## src/rtl/lvds_rx_word_aligner.sv

```systemverilog
// lvds_rx_word_aligner
//   Word aligner for one LVDS deserializer, running in its rx_outclock domain.
//   Bitslips the deserializer until the frame-clock lane carries FRAME_PATTERN,
//   then registers the data lanes and keeps watching the frame word for loss of
//   alignment.
// Ports
//   rx_clk        deserializer rx_outclock (only clock)
//   reset         asynchronous, active-high
//   rx_locked     deserializer PLL lock
//   rx_out        lane i at [i*DESER +: DESER]; frame-clock lane is lane NR_LANES
//   realign       single-cycle pulse forcing re-acquisition
//   rx_data_align registered bitslip request, high only while slipping
//   data_out      registered data lanes (1-cycle latency)
//   data_valid    data_out holds aligned sample data
//   aligned       alignment state reached
//   align_fail    sticky: 2*DESER slips in one attempt without aligning
//   slip_count    slips since reset, saturating at 255
module lvds_rx_word_aligner #(
  parameter int unsigned            NR_LANES      = 8,
  parameter int unsigned            DESER         = 6,
  parameter logic [DESER-1:0]       FRAME_PATTERN = 6'b111000,
  parameter int unsigned            SLIP_CYCLES   = 2,
  parameter int unsigned            SETTLE_CYCLES = 8,
  parameter int unsigned            LOCK_COUNT    = 16,
  parameter int unsigned            UNLOCK_ERRORS = 4
) (
  input  logic                            rx_clk,
  input  logic                            reset,
  input  logic                            rx_locked,
  input  logic [(NR_LANES+1)*DESER-1:0]   rx_out,
  input  logic                            realign,
  output logic                            rx_data_align,
  output logic [NR_LANES*DESER-1:0]       data_out,
  output logic                            data_valid,
  output logic                            aligned,
  output logic                            align_fail,
  output logic [7:0]                      slip_count
);

  localparam int unsigned TMAX       = (SLIP_CYCLES > SETTLE_CYCLES) ? SLIP_CYCLES : SETTLE_CYCLES;
  localparam int unsigned TW         = $clog2(TMAX + 1);
  localparam int unsigned MW         = $clog2(LOCK_COUNT + 1);
  localparam int unsigned EW         = $clog2(UNLOCK_ERRORS + 1);
  localparam int unsigned FAIL_SLIPS = 2 * DESER;
  localparam int unsigned AW         = $clog2(FAIL_SLIPS + 1);

  localparam logic [TW-1:0] SLIP_LAST   = TW'(SLIP_CYCLES - 1);
  localparam logic [TW-1:0] SETTLE_LAST = TW'(SETTLE_CYCLES - 1);
  localparam logic [MW-1:0] MATCH_DONE  = MW'(LOCK_COUNT);
  localparam logic [EW-1:0] ERR_LIMIT   = EW'(UNLOCK_ERRORS);
  localparam logic [AW-1:0] ATT_MAX     = AW'(FAIL_SLIPS);

  typedef enum logic [2:0] {
    WAIT_LOCK,
    CHECK,
    SLIP,
    SETTLE,
    LOCKED
  } state_t;

  state_t          state, state_n;
  logic [MW-1:0]   match_cnt, match_n;
  logic [EW-1:0]   err_cnt, err_n;
  logic [TW-1:0]   tmr, tmr_n;
  logic [AW-1:0]   att, att_n;
  logic [7:0]      slips_n;
  logic            fail_n;
  logic            fw_match;

  assign fw_match = (rx_out[NR_LANES*DESER +: DESER] == FRAME_PATTERN);

  always_comb begin
    state_n = state;
    match_n = match_cnt;
    err_n   = err_cnt;
    tmr_n   = tmr;
    att_n   = att;
    slips_n = slip_count;
    fail_n  = align_fail;

    if (!rx_locked) begin
      state_n = WAIT_LOCK;
      match_n = '0;
      err_n   = '0;
      att_n   = '0;
    end else if (realign && (state != WAIT_LOCK)) begin
      state_n = CHECK;
      match_n = '0;
      err_n   = '0;
      att_n   = '0;
    end else begin
      case (state)
        WAIT_LOCK: begin
          state_n = CHECK;
          match_n = '0;
        end
        CHECK: begin
          // The lock decision is taken on the cycle after the LOCK_COUNT-th
          // matching word has been counted.
          if (match_cnt == MATCH_DONE) begin
            state_n = LOCKED;
            err_n   = '0;
            att_n   = '0;
          end else if (fw_match) begin
            match_n = match_cnt + 1'b1;
          end else begin
            state_n = SLIP;
            match_n = '0;
            tmr_n   = '0;
            if (slip_count != 8'hFF) slips_n = slip_count + 8'd1;
            if (att != ATT_MAX) att_n = att + 1'b1;
            if (att_n == ATT_MAX) fail_n = 1'b1;
          end
        end
        SLIP: begin
          if (tmr == SLIP_LAST) begin
            state_n = SETTLE;
            tmr_n   = '0;
          end else begin
            tmr_n = tmr + 1'b1;
          end
        end
        SETTLE: begin
          if (tmr == SETTLE_LAST) begin
            state_n = CHECK;
            match_n = '0;
            tmr_n   = '0;
          end else begin
            tmr_n = tmr + 1'b1;
          end
        end
        LOCKED: begin
          if (fw_match) begin
            err_n = '0;
          end else if ((err_cnt + 1'b1) == ERR_LIMIT) begin
            state_n = CHECK;
            err_n   = '0;
            match_n = '0;
          end else begin
            err_n = err_cnt + 1'b1;
          end
        end
        default: state_n = WAIT_LOCK;
      endcase
    end
  end

  always_ff @(posedge rx_clk or posedge reset) begin
    if (reset) begin
      state         <= WAIT_LOCK;
      match_cnt     <= '0;
      err_cnt       <= '0;
      tmr           <= '0;
      att           <= '0;
      slip_count    <= '0;
      align_fail    <= 1'b0;
      rx_data_align <= 1'b0;
      aligned       <= 1'b0;
      data_valid    <= 1'b0;
      data_out      <= '0;
    end else begin
      state         <= state_n;
      match_cnt     <= match_n;
      err_cnt       <= err_n;
      tmr           <= tmr_n;
      att           <= att_n;
      slip_count    <= slips_n;
      align_fail    <= fail_n;
      // Outputs decoded from the next state so they line up with the state register.
      rx_data_align <= (state_n == SLIP);
      aligned       <= (state_n == LOCKED);
      data_valid    <= (state == LOCKED) && fw_match && rx_locked;
      data_out      <= rx_out[NR_LANES*DESER-1:0];
    end
  end

endmodule
```

## config.mk

```make
export PLATFORM = sky130hd
export DESIGN_NAME = lvds_rx_word_aligner
export DESIGN_NICKNAME = d
export VERILOG_FILES = /design/src/rtl/lvds_rx_word_aligner.sv
export SDC_FILE = /design/constraint.sdc
export NUM_CORES = 1
export LEC_CHECK = 0
export BUFFER_PORTS_ARGS = -buffer_cell sky130_fd_sc_hd__clkbuf_2
export CELL_PAD_IN_SITES_DETAIL_PLACEMENT = 0
export CELL_PAD_IN_SITES_GLOBAL_PLACEMENT = 1
export CORE_ASPECT_RATIO = 1.4
export CORE_MARGIN = 3
export CORE_UTILIZATION = 38
export CTS_CLUSTER_SIZE = 14
export DETAILED_ROUTE_END_ITERATION = 8
export HOLD_SLACK_MARGIN = 0.12
export PLACE_DENSITY_LB_ADDON = 0.1
export SKIP_CTS_REPAIR_TIMING = 1
export SYNTH_ARGS = -nofsm -noshare
export SYNTH_HDL_FRONTEND = slang
export SYNTH_SLANG_ARGS = --single-unit
```

## constraint.sdc

```tcl
create_clock -name rx_clk -period 2.7 [get_ports rx_clk]
set_input_delay 0.135 -clock rx_clk [delete_from_list [all_inputs] [get_ports rx_clk]]
set_output_delay 0.135 -clock rx_clk [all_outputs]
set_load 0.005 [all_outputs]
```

; ---- Word level (Yosys, flattened, before mapping)
; Index checks and enable logic that the tools add are counted.
[word_totals]
elab_cells = 95
out_inout_bits = 60
reg_bits = 79
[op_classes]
n_mux = 39
n_eq_ne = 25
n_reduce_logical = 12
addsub = 5
n_bitwise = 3
[ops]
columns = operator, count
row1 = $mux 4, 15
row2 = $mux 3, 13
row3 = $mux 5, 7
row4 = $ne 4x4->1 const B, 6
row5 = $pmux 5 s4, 1
row6 = $pmux 3 s5, 1
row7 = $pmux 4 s3, 1
row8 = $reduce_and 6->1, 2
row9 = $reduce_and 5->1, 2
row10 = $eq 3x2->1 const B, 3
row11 = $eq 3x3->1 const B, 3
row12 = $add 4x1->4 const B, 2
row13 = $add 8x1->8 const B, 1
row14 = $ne 8x8->1 const B, 1
row15 = $eq 6x6->1 const B, 1
row16 = $ne 6x1->1 const B, 1
row17 = $pmux 3 s2, 1
row18 = $reduce_bool 3->1, 2
row19 = $add 5x1->5 const B, 1
row20 = $eq 5x5->1 const B, 1
row21 = $eq 4x1->1 const B, 1
row22 = $eq 4x3->1 const B, 1
row23 = $eq 4x4->1 const B, 1
row24 = $ne 2x2->1 const B, 2
row25 = other kinds (9), 14

; ---- Logic depth before layout (Yosys ltp)
[depth]
word_depth = 12
depth_mapped = 7
ltp_nobuf = 7

; ---- Least setup slack after synthesis
; OpenSTA, ideal clock, no wires.
[synth_path]
path_type = flip-flop to flip-flop
from = reg err_cnt[0]
to = reg state[0]
t_arrival_ns = 1.626
slack_ns = 0.948
stages_incl_launch_ff = 7
synth_period_minus_slack_ns = 1.752
path_buffers = 0
cell_sequence = dfrtp_1 ha_1 nor2b_1 o21a_1 and3_1 a2111o_1 o311a_1
[synth_via]
elab_chain_cells = 7
[synth_lines]
columns = item, line_no
row1 = start: declaration, 63  ; logic [EW-1:0] err_cnt, err_n;
row2 = start signal: assignment, 164  ; err_cnt <= err_n;
row3 = $add 3x1->3, 135  ; end else if ((err_cnt + 1'b1) == ERR_LIMIT) begin
row4 = $eq 3x3->1, 135
row5 = $mux 3, 135
row6 = $mux 3, 133  ; if (fw_match) begin
row7 = $pmux 3 s5, 92  ; case (state)
row8 = $mux 3, 86  ; end else if (realign && (state != WAIT_LOCK)) begin
row9 = $mux 3, 81  ; if (!rx_locked) begin
row10 = named net state_n[0], 61  ; state_t state, state_n;
row11 = end signal: assignment, 162  ; state <= state_n;
row12 = end: declaration, 61
; The timed path passes the listed nets, and every way through them passes these cells.
; A chain may end at the register's enable or synchronous reset.

; ---- Worst setup path in the final report
[layout_path]
from = reg state[0]
to = reg slip_count[1]
[layout_via]
elab_chain_cells = 4
elab_cells_between_ends = 5
classes_between = 1 x eq/ne / 1 x bitwise / 3 x reduce/logical
[layout_lines]
columns = item, line_no
row1 = $reduce_bool 3->1, 86
row2 = $logic_and 1x1->1, 86
row3 = $not 1->1 (no line), --
row4 = $reduce_and 6->1 (no line) (*), --
row5 = end signal: assignment, 167  ; slip_count <= slips_n;
row6 = end: declaration, 37  ; output logic [7:0] slip_count
; Mark *: on every way between the ends. The rest lies on a longest branch, timed or not.

==> flow_summary.toml <==
[outcome]
status = "finished, final reports clean"

[sta]
setup_viol = 0
fmax_mhz = 493
hold_ws_ns = 0.184
maxSlewHeadroom_pct = 60.4
skew_ns = 0.00479
finalHoldViolCount = 0
fin_setup_tns_ns = 0
maxSlewViolCount = 0
finalCritPeriodShare_pct = 75.1
tightest_slew_ns = 0.595
fin_crit_ns = 2.03
rsz0062_at_grt = "false"

[power]
p_seq_share_pct = 51.1
p_total_mw = 2.64
p_clk_share_pct = 34.2
leakagePower_nw = 2.18
p_int_mw = 1.94
p_comb_share_pct = 14.7
power.net_switching_mw = 0.703
p_per_area_nw_per_um2 = 584
worst_ir_drop_vdd_v = 0.000439
switching_share_pct = 26.6

[grt]
grt_pass1_vias = 2483
grt-ovfl-total = 0
grt_antenna_before_repair = 0
grt_usage_pct = 16.3
grt_max_degree = 69
grt_pass1_wl_um = 11300

[floorplan]
num_rows = 38
die_w_um = 82.6
ioPinCount = 118
die_h_um = 113
core_area_um2 = 7850
start_util_pct = 39.8
die-area_um2 = 9350

[worst_setup_path]
crit_fanout = 12
startpoint_type = "flip-flop"
cp.arrival_ns = 2.27
worstSetupEndpointType = "flip-flop"
cp.required_ns = 2.95
crit_type = "reg -> reg"

[final_layout]
antenna-diode-count = 0
drive_gt1_share_pct = 35.3
fin_util_pct = 57.8
n_fill_cell = 686
area_growth_pct = 45.3
stdcell_count = 522
final_nets = 484

[routing]
drc = 0
avgViaCountPerCell = 4.82
antenna_left = 0
wl_per_cell_um = 14.8
routed_wl_um = 7750
drt-pass1-iter-count = 4
drt-initial-drc-count = 151
num_vias = 2517

[synthesis]
syn_inst = 241
synthArstFlopShare_pct = 100
post-synth-top-area-cell = "dfrtp_1"
syn_avg_cell_area_um2 = 12.9
synth-seq-cells = 79
yosysWarningCount = 0
ys_seq_area_share_pct = 63.4
ys.flop_type = "dfrtp_1"
synth_fp_nets = 308
synth.top_cell.area_share_pct = 63.4
ys_types = 55
synth_area_leaders = "dfrtp_1, ha_1, xnor2_1"
synthesis.area_um2 = 3120
synth_enable_flop_cells = 0
synth.most_common_cell = "dfrtp_1"
synth_common_cells = "dfrtp_1, inv_1, nand2_1"

[clock_network]
cts_root_buffer = "clkbuf_8"
ctsHtreeMaxLevel = 3
clockBufferDepth = 2
clock_latency_ns = 0.36
cts_tree = "done"
clk_pin_slew_ns = 0.08
cts_buffers = 9
cts_num_sinks = 79

[min_path]
hold_path_class = "in -> reg"

[placement]
gp_congestion = 0.807
dp.cells = 456
io_buffers = 117
hpwlAfterDp_um = 5440

[job]
cap_viol_max_count = 0
final timing paths:
kind | endpoint | start | cells after the start | slack (ns)
setup reg to reg | slip_count[1] | state[0] | 4 | 0.67
min in group asynchronous | data_out[19] | reset | 3 | 0.22
hold reg to reg | align_fail | align_fail | 2 | 0.48
hold / removal | state[0] | realign | 2 | 0.18
max in group asynchronous | state[2] | reset | 4 | 1.86
setup / recovery | slip_count[1] | state[0] | 4 | 0.67
power by group through the flow:
stage	combinational [mW]	sequential [mW]	clock, mW
final	0.389	1.35	0.904
after global routing	0.436	1.37	0.971
after CTS	0.338	1.35	0.928
after detailed placement	0.337	1.37	0
after global placement	0.333	1.37	0
after floorplan	0.171	1.36	0
layout by cell type, fill, tap and decap left out, types with 2 or more instances in the layout:
cell type | netlist | final
inv_1 | 13 | 12
mux2i_1 | 2 | 2
clkbuf_2 | 0 | 117
dlygate4sd3_1 | 0 | 50
o21ai_0 | 8 | 8
a22o_1 | 2 | 2
nor3b_1 | 2 | 2
ha_1 | 9 | 9
o311a_1 | 2 | 2
a21o_1 | 3 | 3
nor2_1 | 12 | 12
clkinv_2 | 0 | 3
o21a_1 | 3 | 3
clkbuf_8 | 0 | 11
o21ai_1 | 3 | 3
a22oi_1 | 2 | 2
a211o_1 | 2 | 2
and3_1 | 5 | 5
o41ai_1 | 2 | 2
nand2_1 | 13 | 13
a21oi_1 | 10 | 10
xnor2_1 | 6 | 6
o31ai_1 | 2 | 2
nand4_1 | 8 | 8
nor3_1 | 9 | 9
dfrtp_1 | 79 | 79
nand3_1 | 7 | 7
nor2_2 | 2 | 2
nor2b_1 | 4 | 4
worst max-delay path, stage by stage, from the launching register on:
cell and delay, ns:
dfrtp_1 0.60, nor3b_4 0.33, o211ai_4 0.14, a311oi_4 0.48
mux2_1 0.36
metrics by stage:
stage | worst slack (ns) | cell area [µm²]
3_5_place_dp | 0.681 | 3820
5_1_grt | 0.558 | 4530
6_report | 0.671 | 4530
2_1_floorplan | 0.542 | 3120
4_1_cts | 0.675 | 4030
3_3_place_gp | 0.743 | 3820
registers in the layout, summed over array words and instances (netlist names):
signal         cells
data_out          48
slip_count         8
match_cnt          5
att                4
tmr                4
err_cnt            3
state              3
align_fail         1
aligned            1
data_valid         1
rx_data_align      1
metal layers:
metal	vias up	part of all wire, %	GRT usage (%)
met5	-	0	0
met4	0	2.3	8.62
met3	14	9.3	8.60
met2	103	49	25.4
met1	1187	40	17.5
li1	1213	-	-
cells by family after synthesis:
family / share of synthesized area [%]
buffers and inverters: 2.45
and+or+nand+nor: 15.2
AOI/OAI and AO/OA: 12.0
muxes: 1.36
adders and majority gates: 3.61
xor gates and xnor gates: 1.97
DFF: 63.4
layout make-up:
| class | instances | area, µm² | area share, % |
|---|---|---|---|
| multi-input combinational | 146 | 1070 | 23.5 |
| timing repair buffer | 168 | 1110 | 24.4 |
| clock buffer | 11 | 151 | 3.34 |
| inverter | 13 | 50.0 | 1.10 |
| sequential | 79 | 1980 | 43.6 |
| tap | 100 | 125 | 2.76 |
| clock inverter | 5 | 56.3 | 1.24 |
No activity file was read; power rests on OpenSTA's default activity.
